--- src/rtl/uart_frame_rx_pkg.sv ---
// Shared types and constants for the UART frame decoder.
package uart_frame_rx_pkg;

  // Frame parser states.
  typedef enum logic [2:0] {
    S_IDLE    = 3'd0,
    S_CMD     = 3'd1,
    S_LEN     = 3'd2,
    S_PAYLOAD = 3'd3,
    S_CHK     = 3'd4
  } state_t;

  // Completion status codes reported with o_done.
  localparam logic [1:0] ST_OK  = 2'd0;
  localparam logic [1:0] ST_CHK = 2'd1;
  localparam logic [1:0] ST_LEN = 2'd2;
  localparam logic [1:0] ST_TO  = 2'd3;

  // Default frame start byte.
  localparam logic [7:0] SYNC_DEFAULT = 8'hA5;

endpackage

--- src/rtl/uart_frame_rx_frame_timer.sv ---
// Mid-frame idle timer: counts enabled cycles, saturates at TIMEOUT and
// flags expiry while the count sits at TIMEOUT.
module frame_timer #(
  parameter int TIMEOUT  = 50000,
  parameter int WIDTH_TO = $clog2(TIMEOUT + 1)
) (
  input  logic clk,
  input  logic nrst,
  input  logic i_clear,
  input  logic i_enable,
  output logic o_expire
);

  localparam logic [WIDTH_TO-1:0] TO_W  = WIDTH_TO'(TIMEOUT);
  localparam logic [WIDTH_TO-1:0] ONE_W = WIDTH_TO'(1);

  logic [WIDTH_TO-1:0] count_q, count_d;

  // Next count: clear wins, otherwise count up while enabled until saturated.
  always_comb begin
    count_d = count_q;
    if (i_clear) begin
      count_d = '0;
    end else if (i_enable && (count_q != TO_W)) begin
      count_d = count_q + ONE_W;
    end
  end

  // Count register.
  always_ff @(posedge clk or negedge nrst) begin
    if (!nrst) begin
      count_q <= '0;
    end else begin
      count_q <= count_d;
    end
  end

  assign o_expire = (count_q == TO_W);

endmodule

--- src/rtl/uart_frame_rx.sv ---
// Frame decoder behind the uart receive side: hunts SYNC, parses
// CMD/LEN/PAYLOAD/CHK, streams payload bytes and reports a status per frame.
module uart_frame_rx
  import uart_frame_rx_pkg::*;
#(
  parameter int                    WIDTH_DATA = 8,
  parameter logic [WIDTH_DATA-1:0] SYNC       = SYNC_DEFAULT,
  parameter int                    MAX_LEN    = 64,
  parameter int                    TIMEOUT    = 50000,
  parameter int                    WIDTH_TO   = $clog2(TIMEOUT + 1)
) (
  input  logic                  clk,
  input  logic                  nrst,
  input  logic [WIDTH_DATA-1:0] i_rx_data,
  input  logic                  i_rx_rdy,
  output logic                  o_rx_re,
  output logic [WIDTH_DATA-1:0] o_pay_data,
  output logic                  o_pay_valid,
  input  logic                  i_pay_ready,
  output logic [WIDTH_DATA-1:0] o_cmd,
  output logic [WIDTH_DATA-1:0] o_len,
  output logic                  o_done,
  output logic [1:0]            o_status,
  output logic                  o_drop
);

  localparam logic [WIDTH_DATA-1:0] MAX_LEN_W = WIDTH_DATA'(MAX_LEN);
  localparam logic [WIDTH_DATA-1:0] ONE_W     = WIDTH_DATA'(1);

  state_t                state_q, state_d;
  logic [WIDTH_DATA-1:0] cmd_q, cmd_d;
  logic [WIDTH_DATA-1:0] len_q, len_d;
  logic [WIDTH_DATA-1:0] acc_q, acc_d;
  logic [WIDTH_DATA-1:0] cnt_q, cnt_d;
  logic [1:0]            status_q, status_d;
  logic                  done_q, done_d;
  logic                  drop_q, drop_d;

  logic                  consume;
  logic                  expire;
  logic                  timer_clear;
  logic                  timer_enable;
  logic [WIDTH_DATA-1:0] sum;
  logic [WIDTH_DATA-1:0] cnt_inc;

  // Payload is a straight pass-through; the uart is only popped when downstream takes the byte.
  assign o_rx_re     = (state_q == S_PAYLOAD) ? i_pay_ready : 1'b1;
  assign o_pay_valid = (state_q == S_PAYLOAD) && i_rx_rdy;
  assign o_pay_data  = i_rx_data;
  assign consume     = i_rx_rdy && o_rx_re;

  assign sum     = acc_q + i_rx_data;
  assign cnt_inc = cnt_q + ONE_W;

  // Timer only runs mid-frame while the uart is empty; a stalled downstream holds it.
  assign timer_clear  = consume || (state_q == S_IDLE) || expire;
  assign timer_enable = (state_q != S_IDLE) && !i_rx_rdy;

  frame_timer #(
    .TIMEOUT  (TIMEOUT),
    .WIDTH_TO (WIDTH_TO)
  ) u_timer (
    .clk      (clk),
    .nrst     (nrst),
    .i_clear  (timer_clear),
    .i_enable (timer_enable),
    .o_expire (expire)
  );

  // Next-state, field capture, checksum accumulation and completion reporting.
  always_comb begin
    state_d  = state_q;
    cmd_d    = cmd_q;
    len_d    = len_q;
    acc_d    = acc_q;
    cnt_d    = cnt_q;
    status_d = status_q;
    done_d   = 1'b0;
    drop_d   = 1'b0;

    if ((state_q != S_IDLE) && expire) begin
      done_d   = 1'b1;
      status_d = ST_TO;
      state_d  = S_IDLE;
    end else if (consume) begin
      case (state_q)
        S_IDLE: begin
          if (i_rx_data == SYNC) begin
            acc_d   = '0;
            cnt_d   = '0;
            state_d = S_CMD;
          end else begin
            drop_d = 1'b1;
          end
        end
        S_CMD: begin
          cmd_d   = i_rx_data;
          acc_d   = sum;
          state_d = S_LEN;
        end
        S_LEN: begin
          len_d = i_rx_data;
          acc_d = sum;
          if (i_rx_data > MAX_LEN_W) begin
            done_d   = 1'b1;
            status_d = ST_LEN;
            state_d  = S_IDLE;
          end else if (i_rx_data == '0) begin
            state_d = S_CHK;
          end else begin
            state_d = S_PAYLOAD;
          end
        end
        S_PAYLOAD: begin
          acc_d = sum;
          cnt_d = cnt_inc;
          if (cnt_inc == len_q) begin
            state_d = S_CHK;
          end
        end
        S_CHK: begin
          acc_d    = sum;
          done_d   = 1'b1;
          status_d = (sum == '0) ? ST_OK : ST_CHK;
          state_d  = S_IDLE;
        end
        default: begin
          state_d = S_IDLE;
        end
      endcase
    end
  end

  // State and registered outputs.
  always_ff @(posedge clk or negedge nrst) begin
    if (!nrst) begin
      state_q  <= S_IDLE;
      cmd_q    <= '0;
      len_q    <= '0;
      acc_q    <= '0;
      cnt_q    <= '0;
      status_q <= ST_OK;
      done_q   <= 1'b0;
      drop_q   <= 1'b0;
    end else begin
      state_q  <= state_d;
      cmd_q    <= cmd_d;
      len_q    <= len_d;
      acc_q    <= acc_d;
      cnt_q    <= cnt_d;
      status_q <= status_d;
      done_q   <= done_d;
      drop_q   <= drop_d;
    end
  end

  assign o_cmd    = cmd_q;
  assign o_len    = len_q;
  assign o_status = status_q;
  assign o_done   = done_q;
  assign o_drop   = drop_q;

endmodule

--- config.mk ---
export PLATFORM = sky130hd
export DESIGN_NAME = uart_frame_rx
export DESIGN_NICKNAME = d
export VERILOG_FILES = /design/src/rtl/uart_frame_rx_pkg.sv /design/src/rtl/uart_frame_rx_frame_timer.sv /design/src/rtl/uart_frame_rx.sv
export SDC_FILE = /design/constraint.sdc
export NUM_CORES = 1
export LEC_CHECK = 0
export ABC_CLOCK_PERIOD_IN_PS = 4900
export BUFFER_PORTS_ARGS = -buffer_cell sky130_fd_sc_hd__buf_4
export CAP_MARGIN = 10
export CORE_MARGIN = 5
export CORE_UTILIZATION = 62
export DETAILED_ROUTE_END_ITERATION = 8
export PLACE_DENSITY_LB_ADDON = 0.2
export SLEW_MARGIN = 20
export SYNTH_ARGS = -nofsm -noshare
export SYNTH_HDL_FRONTEND = slang
export SYNTH_SLANG_ARGS = --single-unit
--- constraint.sdc ---
create_clock -name clk -period 4.9 [get_ports clk]
set_clock_uncertainty 0.05 [all_clocks]
set_input_delay 0.98 -clock clk [delete_from_list [all_inputs] [get_ports clk]]
set_output_delay 0.98 -clock clk [all_outputs]
set_load 0.01 [all_outputs]
# After elaboration in Yosys (flattened, before gate mapping)
# Cells that the tools add are included.
totals:
  output_inout_bits: 30
  ff_bits: 55
  wordCells: 76
  in_bits: 12
classes:
  muxes: 26
  n_lt_le_gt_ge: 1
  eq_ne: 12
  n_reduce_logical: 24
  add_sub_neg: 3
  n_bitwise: 1
op_table:
  columns: ["operator", "count"]
  rows:
  - ["2-to-1 mux 16 bit", 2]
  - ["one-hot mux 8 bit (2 select lines)", 2]
  - ["2-to-1 mux 3 bit", 6]
  - ["adder 16 x 1 -> 16 bit (second input constant)", 1]
  - ["equality test 16 bit (second input constant)", 1]
  - ["logical NOT 8 bit", 2]
  - ["inequality test 16 bit (second input constant)", 1]
  - ["one-hot mux 3 bit (4 select lines)", 1]
  - ["AND reduction 3 bit", 4]
  - ["2-to-1 mux 1 bit", 9]
  - ["adder 8 x 1 -> 8 bit (second input constant)", 1]
  - ["adder 8 bit", 1]
  - ["equality test 8 bit", 1]
  - ["equality test 8 bit (second input constant)", 1]
  - ["> comparator 8 x 7 -> 1 bit (second input constant)", 1]
  - ["2-to-1 mux 8 bit", 1]
  - ["AND reduction 4 bit", 2]
  - ["nonzero test 2 bit", 4]
  - ["equality test 3 x 2 -> 1 bit (second input constant)", 2]
  - ["2-to-1 mux 2 bit", 3]
  - ["inequality test 3 x 1 -> 1 bit (second input constant)", 2]
  - ["nonzero test 3 bit", 2]
  - ["logical AND 1 bit", 5]
  - ["one-hot mux 2 bit (2 select lines)", 1]
  - ["10 further kinds", 11]

# Longest topological paths before layout
# Gate-level depths: netlist of the first run.
logic_depth:
  ltp_word: 6
  depth_mapped: 9
  depth_no_buf: 8

# Cells and area by module
# A second synthesis of the first run with hierarchy kept.
hier_totals:
  hier_cells: 332
  hier_area_um2: 3250.6
by_module_without_submodules:
  columns: ["module", "cells_each", "n_inst", "seq_area_each_um2", "area_per_inst_um2"]
  rows:
  - ["uart_frame_rx", 238, 1, 975.9, 2352.3]
  - ["frame_timer", 94, 1, 400.4, 898.4]

# Worst setup path before layout of the first run
# Ideal clock, no wire load.
synth_path:
  kind: "input -> register"
  from: "in i_rx_data[0]"
  to: "reg status_q[0], in the netlist o_status[0]"
  required_time_ns: 4.718
  path_stages: 8
  setup_time_ns: 0.132
  slack_ns: 2.145
  arrival_time_ns: 2.573
  n_path_buf: 0
  path_cell_list: "ha_1 -> fa_1 -> a211oi_1 -> o21bai_1 -> a21oi_1 -> xnor2_1 -> o41ai_2 -> o21ai_1"
synth_between:
  elab_chain_len: 6
  elab_cells_between_ends: 9
  cone_classes: "add/sub: 1; order compare: 1; eq/ne: 1; mux: 4; reduce/logical: 2"
synth_rtl:
  columns: ["element", "line", "rtl"]
  rows:
  - ["from (decl)", "uart_frame_rx.sv:14", "input logic [WIDTH_DATA-1:0] i_rx_data,"]
  - ["adder 8 bit", "uart_frame_rx.sv:52", "assign sum = acc_q + i_rx_data;"]
  - ["logical NOT 8 bit", "uart_frame_rx.sv:124", "status_d = (sum == '0) ? ST_OK : ST_CHK;"]
  - ["2-to-1 mux 1 bit", "uart_frame_rx.sv:124", null]
  - ["one-hot mux 2 bit (2 select lines)", "uart_frame_rx.sv:86", "case (state_q)"]
  - ["2-to-1 mux 2 bit", "uart_frame_rx.sv:85", "end else if (consume) begin"]
  - ["2-to-1 mux 2 bit", "uart_frame_rx.sv:81", "if ((state_q != S_IDLE) && expire) begin"]
  - ["to (signal assigned)", "uart_frame_rx.sv:151", "status_q <= status_d;"]
  - ["to (decl)", "uart_frame_rx.sv:35", "logic [1:0] status_q, status_d;"]
# Parallel ways exist; a longest one is shown, timed or not. The select of a mux whose other input is x is not followed.
# A chain may end at the register's enable or synchronous reset.

# Final worst setup path of the first run
# Same ends and word-level chain as after synthesis.

==> results of run 1 <==
-- per-layer routing --
metal,vias to the layer above,track usage [%]
li1,1173,-
met1,1193,31.55
met2,65,31.71
met3,6,4.455
met4,0,5.944
met5,-,0
-- where the power goes --
group          total, mW  leakage, nW  switching, mW  internal (mW)
Clock              0.247       0.0412          0.147          0.100
Combinational      0.868        0.859          0.438          0.430
Sequential         0.758        0.709          0.162          0.596
-- cells by family (layout without fill, tap and decap cells) --
logic type | Yosys count | in the layout | share of synthesized area (%)
flops | 55 | 55 | 41.62
xor+xnor | 34 | 34 | 9.005
mux | 22 | 22 | 8.324
buf+inv | 29 | 60 | 4.578
compound gates | 47 | 47 | 10.03
fa+ha+maj | 12 | 12 | 4.729
simple gates | 121 | 121 | 21.72
-- layout make-up --
class | instances | area (um^2) | area share [%]
repair buffers | 41 | 307.8 | 8.370
flip-flops and latches | 55 | 1376 | 37.43
multi-input cells | 236 | 1779 | 48.38
inverters | 11 | 41.29 | 1.123
well taps | 70 | 87.58 | 2.382
clock inverters | 2 | 12.51 | 0.3403
clock buffers | 6 | 72.57 | 1.973
-- how the worst max path moves through the flow --
| stage | endpoint | slack, ps | depth (start not counted) |
|---|---|---|---|
| after floorplan | o_status[0] | 2150 | 8 |
| after global placement | o_status[0] | 1900 | 9 |
| after detailed placement | o_status[0] | 1800 | 9 |
| after CTS | o_status[0] | 2140 | 9 |
| after global routing | o_status[0] | 2030 | 9 |
| final | o_status[0] | 2100 | 9 |
-- sequential cells by signal, summed over array words and instances (netlist names) --
name and cells:
o_status 2, acc_q 8, o_done 1, o_cmd 8, u_timer.count_q 16, state_q 3, o_drop 1, o_len 8
cnt_q 8
-- layout by cell type (no fill, tap or decap), drive strengths merged, types with 4 or more instances in the layout --
| master | n |
|---|---|
| nand3 | 18 |
| o31ai | 5 |
| nor2 | 34 |
| mux2 | 20 |
| nor2b | 5 |
| and4 | 5 |
| and3 | 8 |
| xnor2 | 14 |
| nand4 | 5 |
| nor3 | 8 |
| nand2b | 4 |
| inv | 11 |
| nand2 | 17 |
| buf | 41 |
| a21oi | 8 |
| dfrtp | 55 |
| clkbuf | 6 |
| nor4 | 4 |
| o21ai | 22 |
| xor2 | 20 |
| ha | 10 |
-- through the flow --
stage / setup WS (ps) / hold WS, ps / area [um^2]
global route: 2029 / 475.1 / 3677
finish: 2102 / 446.6 / 3677
global placement: 1900 / 428.4 / 3592
CTS: 2138 / 454.0 / 3677
detailed placement: 1795 / 431.9 / 3592
floorplan: 2145 / 412.3 / 3307
-- critical path: cells and delay by family --
kind / cells / cell delay, ps
xor+xnor: 1 / 120
fa+ha+maj: 2 / 630
buf+inv: 1 / 140
compound gates: 5 / 1060
==> reports/qor.csv, run 1 <==
metric,value,unit
Worst Path Arrival,2940,ps
vias per inst,5.789,
unrepaired setup endpoints after global routing,no,
core area,5140,um^2
worst-margin pin slew,905.6,ps
post-synthesis cell area,3307,um^2
crit path from,i_rx_data[0],
# IOs,42,
share of post-route cells with drive strength above 1,23.65,%
total of max-cap violations,0,
Synth cell types,58,
CTS root buf,clkbuf_8,
largest net degree at the start of global routing,56,
DRC Markers,0,
H-tree Lvls,2,
Syn Inst Count,320,
Final Util,71.54,%
"flops & latches, synth",55,
min-delay worst type,register to register,
largest area contributor in the netlist,dfrtp_1,
crit path cell chain,"buf_4, ha_1, fa_1, a211oi_1, o21bai_1, a21oi_1, xnor2_1, o41ai_2, o21ai_1",
number of global-route vias before repair,2429,
routed metal-1 wirelength,3296,um
"Cell Count, Final, Fillers Out",421,
Final setup viols,0,
area grow syn2layout,11.20,%
ANT nets after route,0,
routed wl met2,3279,um
CTS tree,built,
Die Span X,83.03,um
clk buf depth,2,
via count,2437,
hold-critical path endpoint,acc_q[3],
Final HPWL DP,5200,um
first-pass GRT wire length,12140,um
fill count,402,
Power Total,1.873,mW
clock sinks,55,
CTS buffer count,5,
die area,6894,um^2
top-area cell type share of the netlist area,41.62,%
drt wl/cell,16.64,um
status,completed,
Max Fclk,357.5,MHz
DP Cell Count,413,
Post-Route WL,7005,um
"FFs w/ async S/R, synth",100.0,%
grt total ovfl,0,
Critical Path RT,5040,ps
Mean Syn Cell Area,10.33,um^2
hold path depth,1,
Final Hold Viols,0,
fin nets,373,
CP max stage delay,400,ps
Crit Path Max Fanout,7,
max layer used,met4,
P_leak,1.609,nW
starting density of the core,64.34,%
pwr dens,509.4,nW/um^2
Max transition margin,39.17,%
worst hold start,acc_q[3],
Row Count,26,
Final Max Slew Viols,0,
VDD IR max,0.2858,mV
post-CTS resize count,0,
"count leader, synth",dfrtp_1,
clock transition at the registers of the reported paths,90,ps
synth top area cells,"dfrtp_1 42%, xor2_1 5.3%, nor2_1 3.9%, ha_1 3.8%, xnor2_1 3.7%",
Synthesis Warnings,0,
postcts setup bufs,0,
Startpoint Class,input pin,
CP Capture Type,register,
WS Path Type,input pin to register,
R2R cell count,8,
Port Buffers,41,
commonest cells in the netlist,"55 x dfrtp_1, 34 x nor2_1, 20 x xor2_1",
"EDFF count, synth",0,
total negative slack,0,ps
clk_lat worst skew,310,ps
Syn Nets,343,
Pre-antenna DRT Iters,4,
starting DRC count in detailed routing,131,
"Hold-fix buffers, CTS",0,
Die Y,83.03,um
total length of routed met3 wires,363,um
gpl congestion,0.8999,
Tcrit/Tclk final,57.09,%
minimum clock period,2798,ps
CP max stage cell,fa_1,
worst r2r src,acc_q[0],
flop-to-flop setup slack,2510,ps
register area share after synthesis,41.62,%
n_diodes,0,
GRT Overall Usage,21.35,%
ys flop type,dfrtp_1,
initial antenna violation count,0,
reg-to-reg endpoint,o_status[0],
Note: power is estimated with default switching activity, not from simulation.
==> run 2: changes to the inputs <==
--- a/config.mk
+++ b/config.mk
@@ -5,11 +5,11 @@
 export SDC_FILE = /design/constraint.sdc
 export NUM_CORES = 1
 export LEC_CHECK = 0
-export ABC_CLOCK_PERIOD_IN_PS = 4900
+export ABC_CLOCK_PERIOD_IN_PS = 2900
 export BUFFER_PORTS_ARGS = -buffer_cell sky130_fd_sc_hd__buf_4
 export CAP_MARGIN = 10
 export CORE_MARGIN = 5
-export CORE_UTILIZATION = 62
+export CORE_UTILIZATION = 58
 export DETAILED_ROUTE_END_ITERATION = 8
 export PLACE_DENSITY_LB_ADDON = 0.2
 export SLEW_MARGIN = 20
==> constraint.sdc (replaced) <==
create_clock -name clk -period 2.9 [get_ports clk]
set_clock_uncertainty 0.05 [all_clocks]
set_input_delay 0.58 -clock clk [delete_from_list [all_inputs] [get_ports clk]]
set_output_delay 0.58 -clock clk [all_outputs]
set_load 0.01 [all_outputs]
==> reports/qor.csv, run 2 (synthesis results as in run 1) <==
metric,value,unit,change
FF+latch area,1376,um^2,unchanged
fin nets,375,,+0.54%
Multi-input gate area,1779,um^2,unchanged
clock sinks,55,,unchanged
grt total ovfl,0,,unchanged
H-tree Lvls,2,,unchanged
clock transition at the registers of the reported paths,110,ps,+20 ps
Final Max Slew Viols,0,,unchanged
Flop pwr share,40.4,%,about the same
status,completed,,
total negative slack,0,ps,unchanged
Tcrit/Tclk final,83.46,%,
post-CTS resize count,0,,unchanged
DP Cell Count,417,,+0.97%
most frequent cells in the layout,"55 x dfrtp_1, 43 x buf_4, 34 x nor2_1",,
pwr dens,861.2,nW/um^2,+69%
gpl congestion,0.8774,,-2.5%
Die Span X,85.51,um,+3.0%
"Cell Count, Final, Fillers Out",425,,+0.95%
Post-Route WL,6959,um,-0.66%
number of global-route vias before repair,2366,,-2.6%
largest net degree at the start of global routing,56,,unchanged
Int Power,1.915,mW,+70%
VDD IR max,0.4537,mV,+59%
P_leak,1.623,nW,+0.85%
Worst Path Arrival,2570,ps,-370 ps
clk_lat worst skew,310,ps,about the same
max FFs per register,16,,unchanged
fill count,460,,+14%
CTS buffer count,5,,unchanged
switch share,39.95,%,+0.12 points
area grow syn2layout,11.99,%,
WS Path Type,register to register,,
drt wl/cell,16.37,um,-1.6%
starting DRC count in detailed routing,178,,+36%
"Hold-fix buffers, CTS",0,,unchanged
CP max stage cell,dfrtp_1,,
via count,2467,,+1.2%
Critical Path RT,3050,ps,-1990 ps
unrepaired setup endpoints after global routing,no,,
CP max stage delay,460,ps,+60 ps
Clk pwr share,13.7,%,+0.5 points
Startpoint Class,register,,
Die Y,85.51,um,+3.0%
minimum clock period,2420,ps,
crit path cell chain,"ha_1, and3_1, nand3_1, xnor2_1, o311ai_2, o31ai_4, mux2_1",,
clk buf depth,2,,unchanged
die area,7312,um^2,+6.1%
Row Count,27,,+3.8%
Top reg by flops,u_timer.count_q,,
Port Buffers,41,,unchanged
ANT nets after route,0,,unchanged
first-pass GRT wire length,11540,um,-5.0%
Pre-antenna DRT Iters,6,,+2
CTS tree,built,,
# IOs,42,,unchanged
min-delay worst type,input pin to async pin,,
vias per inst,5.805,,+0.28%
DRC Markers,0,,unchanged
CTS root buf,clkbuf_8,,
sw power,1.274,mW,+71%
Final setup viols,0,,unchanged
share of post-route cells with drive strength above 1,24.36,%,+0.72 points
starting density of the core,59.69,%,-4.6 points
core area,5540,um^2,+7.8%
"commonest non-fill, non-tap cell in the layout",dfrtp_1,,
postcts setup bufs,0,,unchanged
worst-margin pin slew,790.7,ps,-114.8 ps
Final HPWL DP,5113,um,-1.7%
Max Fclk,413.2,MHz,
CP Capture Type,register,,
Crit Path Max Fanout,7,,unchanged
Max transition margin,46.88,%,+7.7 points
GRT Overall Usage,19.44,%,-1.9 points
Final Hold Viols,0,,unchanged
Gate power share,46.0,%,-0.4 points
initial antenna violation count,0,,unchanged
total of max-cap violations,0,,unchanged
n_diodes,0,,unchanged
[run 2: changes by cell type in the layout (fill, tap and decap cells not counted), sizes merged]
cell,delta
buf,+2
clkbuf,-1
clkinv,+1
[run 2: final timing paths]
path	startpoint	end	slack, ps	depth (start not counted)
setup / recovery	cnt_q[0]	state_q[2]	480	7
hold / removal	nrst	o_cmd[3]	230	1
setup reg to reg	cnt_q[0]	state_q[2]	480	7
hold reg to reg	acc_q[3]	acc_q[3]	450	1
max in group asynchronous	nrst	cnt_q[6]	2090	1
min in group clk	acc_q[3]	acc_q[3]	450	1
[run 2: routing by layer]
layer,up-vias,global-route usage (%),share of wire (%)
li1,1185,-,-
met1,1227,28.87,49
met2,47,29.87,47
met3,8,3.362,3.5
met4,0,4.173,1.1
met5,-,0,0
[run 2: layout make-up]
cell class                 instances  share of cell area (%)
multi-input combinational        236                   48.04
inverter                          11                   1.115
timing repair buffer              43                   8.716
clock buffer                       5                   1.858
sequential                        55                   37.16
tap                               72                   2.432
clock inverter                     3                  0.6757
[run 2: power groups by stage]
stage                     Combinational (mW)  Sequential (mW)  Clock [mW]
after floorplan                         1.02             1.27           0
after global placement                  1.43             1.29           0
after detailed placement                1.47             1.30           0
after CTS                               1.47             1.29       0.448
after global routing                    1.61             1.33       0.481
final                                   1.47             1.29       0.435
[run 2: critical path: cells and delay by family, from the launching register on]
family          cells  cell delay (ps)
mux                 1              350
fa+ha+maj           1              350
xor+xnor            1              250
flops               1              460
simple gates        2              400
compound gates      2              450
[run 2: stage by stage]
stage / instance area, um^2 / power [mW] / util [%] / hold slack, ps / setup slack, ps
after global routing: 3704 / 3.414 / 66.85 / 297.0 / 351.2
after floorplan: 3307 / 2.287 / - / 234.4 / 545.2
final: 3704 / 3.190 / 66.85 / 232.3 / 479.7
after detailed placement: 3610 / 2.763 / 65.15 / 431.9 / 278.7
after CTS: 3704 / 3.207 / 66.85 / 275.0 / 498.9
after global placement: 3610 / 2.723 / 65.15 / 434.4 / 301.5
==> run 3: changes to the inputs <==
--- a/config.mk
+++ b/config.mk
@@ -5,7 +5,8 @@
 export SDC_FILE = /design/constraint.sdc
 export NUM_CORES = 1
 export LEC_CHECK = 0
-export ABC_CLOCK_PERIOD_IN_PS = 2900
+export ABC_AREA = 1
+export ABC_CLOCK_PERIOD_IN_PS = 2500
 export BUFFER_PORTS_ARGS = -buffer_cell sky130_fd_sc_hd__buf_4
 export CAP_MARGIN = 10
 export CORE_MARGIN = 5
==> constraint.sdc (replaced) <==
create_clock -name clk -period 2.5 [get_ports clk]
set_clock_uncertainty 0.05 [all_clocks]
set_input_delay 0.5 -clock clk [delete_from_list [all_inputs] [get_ports clk]]
set_output_delay 0.5 -clock clk [all_outputs]
set_load 0.01 [all_outputs]
==> reports/qor.csv, run 3 <==
metric,value,unit,change
status,completed,,
GRT Overall Usage,21.93,%,+2.5 points
Synth Area in XOR/XNOR,2.088,%,-6.9 points
Synth cell types,33,,-43%
vias per inst,5.366,,-7.6%
routed wl met2,3683,um,+13%
pwr dens,925.9,nW/um^2,+7.5%
Syn Inst Count,456,,+43%
Simple-Gate Fraction of Synth Area,32.18,%,+10 points
CP max stage cell,dfrtp_1,,
H-tree Lvls,2,,unchanged
unrepaired setup endpoints after global routing,no,,
"count leader, synth",nand2_1,,
CTS root buf,clkbuf_8,,
Startpoint Class,register,,
"EDFF count, synth",0,,unchanged
Clk pwr share,17.2,%,+3.5 points
Post-Route WL,7644,um,+9.8%
area grow syn2layout,12.53,%,
DP Cell Count,558,,+34%
Max Fclk,479.4,MHz,
core area,5574,um^2,+0.61%
Critical Path RT,1950,ps,-1100 ps
starting density of the core,60.20,%,+0.51 points
Worst Path Arrival,1540,ps,-1030 ps
WS Path Type,register to primary output,,
worst r2r src,u_timer.count_q[6],,
synth top area cells,"dfrtp_1 41%, nand2_1 15%, inv_1 6.5%, nand3_1 5.2%, nor2_1 4.3%",,
VDD IR max,0.4841,mV,+6.7%
Crit Path Max Fanout,4,,-3
crit path from,state_q[2],,
first-pass GRT wire length,13210,um,+14%
commonest cells in the netlist,"130 x nand2_1, 58 x inv_1, 55 x dfrtp_1",,
ANT nets after route,0,,unchanged
ys flop type,dfrtp_1,,
CTS buffer count,5,,unchanged
# IOs,42,,unchanged
share of post-route cells with drive strength above 1,15.59,%,-8.8 points
most frequent CP cell,inv_2,,
CTS tree,built,,
register area share after synthesis,41.01,%,-0.61 points
drt wl/cell,13.51,um,-18%
max FFs per register,16,,unchanged
Final setup viols,0,,unchanged
Final Hold Viols,0,,unchanged
Top reg by flops,u_timer.count_q,,
"Hold-fix buffers, CTS",0,,unchanged
largest area contributor in the netlist,dfrtp_1,,
CP max stage delay,430,ps,-30 ps
mux contribution to synthesized area,0,%,-8.3 points
Port Buffers,41,,unchanged
CP Capture Type,primary output,,
clk_lat worst skew,310,ps,about the same
worst-margin pin slew,703.2,ps,-87.59 ps
post-synthesis cell area,3356,um^2,+1.5%
initial antenna violation count,0,,unchanged
clock sinks,55,,unchanged
Syn Nets,479,,+40%
DRC Markers,0,,unchanged
Flop pwr share,38.3,%,-2.1 points
"commonest non-fill, non-tap cell in the layout",nand2_1,,
grt total ovfl,0,,unchanged
Compound-Gate Fraction of Synth Area,10.18,%,+0.15 points
total of max-cap violations,0,,unchanged
Synth Area in Adders,4.325,%,-0.40 points
gpl congestion,0.8930,,+1.8%
starting DRC count in detailed routing,188,,+5.6%
top-area cell type share of the netlist area,41.01,%,-0.61 points
Die Span X,86.07,um,+0.65%
largest family of logic cells by synthesized area,simple AND/OR/NAND/NOR gates,,
Gate power share,44.5,%,-1.5 points
Final HPWL DP,5766,um,+13%
minimum clock period,2086,ps,
fin nets,516,,+38%
total negative slack,0,ps,unchanged
most frequent cells in the layout,"130 x nand2_1, 58 x inv_1, 55 x dfrtp_1",,
number of global-route vias before repair,2886,,+22%
via count,3037,,+23%
min-delay worst type,input pin to async pin,,
Die Y,86.07,um,+0.65%
"FFs w/ async S/R, synth",100.0,%,unchanged
largest net degree at the start of global routing,56,,unchanged
die area,7407,um^2,+1.3%
total length of routed met3 wires,444,um,+82%
"flops & latches, synth",55,,unchanged
clk buf depth,2,,unchanged
max layer used,met4,,
"Cell Count, Final, Fillers Out",566,,+33%
Mean Syn Cell Area,7.359,um^2,-29%
sw power,1.451,mW,+14%
switch share,41.51,%,+1.6 points
post-CTS resize count,0,,unchanged
Min Hold Slack,182.5,ps,-49.77 ps
flop-to-flop setup slack,450,ps,-30 ps
Pre-antenna DRT Iters,5,,-1
routed metal-1 wirelength,3408,um,+0.92%
P_leak,1.927,nW,+19%
Max transition margin,53.12,%,+6.2 points
postcts setup bufs,0,,unchanged
Final Max Slew Viols,0,,unchanged
Row Count,27,,unchanged
clock transition at the registers of the reported paths,100,ps,about the same
Int Power,2.045,mW,+6.8%
Tcrit/Tclk final,83.44,%,
Power Total,3.496,mW,+9.6%
Synthesis Warnings,0,,unchanged
crit path cell chain,"inv_2, nand2_2, nor2_4, inv_2, or2_4, buf_4",,
n_diodes,0,,unchanged
## run 3: cell types whose count changed after synthesis, sizes merged, moves of 9 or more
cell and change:
nor3 +9, nand2 +120, inv +55, o21ai +13
nand3 +17, xnor2 -11, a21oi +12, mux2 -20
xor2 -15
## run 3: worst max-delay path: cells and delay by family (launching register included)
kind	cells	cell delay, ps
buf+inv	3	310
flops	1	430
simple gates	3	480
## run 3: logic make-up after synthesis
| group | Yosys count |
|---|---|
| AND/OR/NAND/NOR | 245 |
| buffers and inverters | 77 |
| AO/OA/AOI/OAI | 60 |
| flip-flops | 55 |
| adder cells (fa/ha/maj) | 11 |
| XOR/XNOR | 8 |
## run 3: final timing paths
| path | cells after the start | endpoint |
|---|---|---|
| setup reg to reg | 10 | u_timer.count_q[11] |
| hold / removal | 1 | cnt_q[6] |
| max in group asynchronous | 1 | o_drop |
| setup / recovery | 6 | o_rx_re |
| hold reg to reg | 2 | acc_q[6] |
| min in group clk | 3 | o_cmd[2] |
## run 3: layout make-up
class / instances / area [um^2]
Clock buffer: 5 / 68.82
Clock inverter: 3 / 43.79
Fill cell: 494 / 1798
Inverter: 66 / 252.7
Multi-Input combinational cell: 324 / 1637
Sequential cell: 55 / 1376
Tap cell: 72 / 90.09
Timing Repair Buffer: 41 / 307.8
## run 3: metrics by stage
| stage | worst slack (ps) | cell area (um^2) | utilization [%] |
|---|---|---|---|
| finish | 414.1 | 3776 | 67.74 |
| global route | 240.0 | 3776 | 67.74 |
| CTS | 411.0 | 3776 | 67.74 |
| detailed placement | 331.0 | 3664 | 65.72 |
| global placement | 389.6 | 3664 | 65.72 |
| floorplan | 625.9 | 3356 | - |
## run 3: routing by layer
metal  track usage (%)  vias to the layer above
met5                 0                        -
li1                  -                     1529
met2             36.44                       92
met4             5.180                        0
met1             29.77                     1406
met3             3.842                       10
## run 3: power groups by stage
| stage | sequential (mW) | combinational, mW | clock [mW] |
|---|---|---|---|
| 6_report | 1.34 | 1.56 | 0.601 |
| 5_1_grt | 1.37 | 1.77 | 0.653 |
| 4_1_cts | 1.34 | 1.56 | 0.612 |
| 3_5_place_dp | 1.36 | 1.55 | 0 |
| 3_3_place_gp | 1.35 | 1.50 | 0 |
| 2_1_floorplan | 1.37 | 1.02 | 0 |
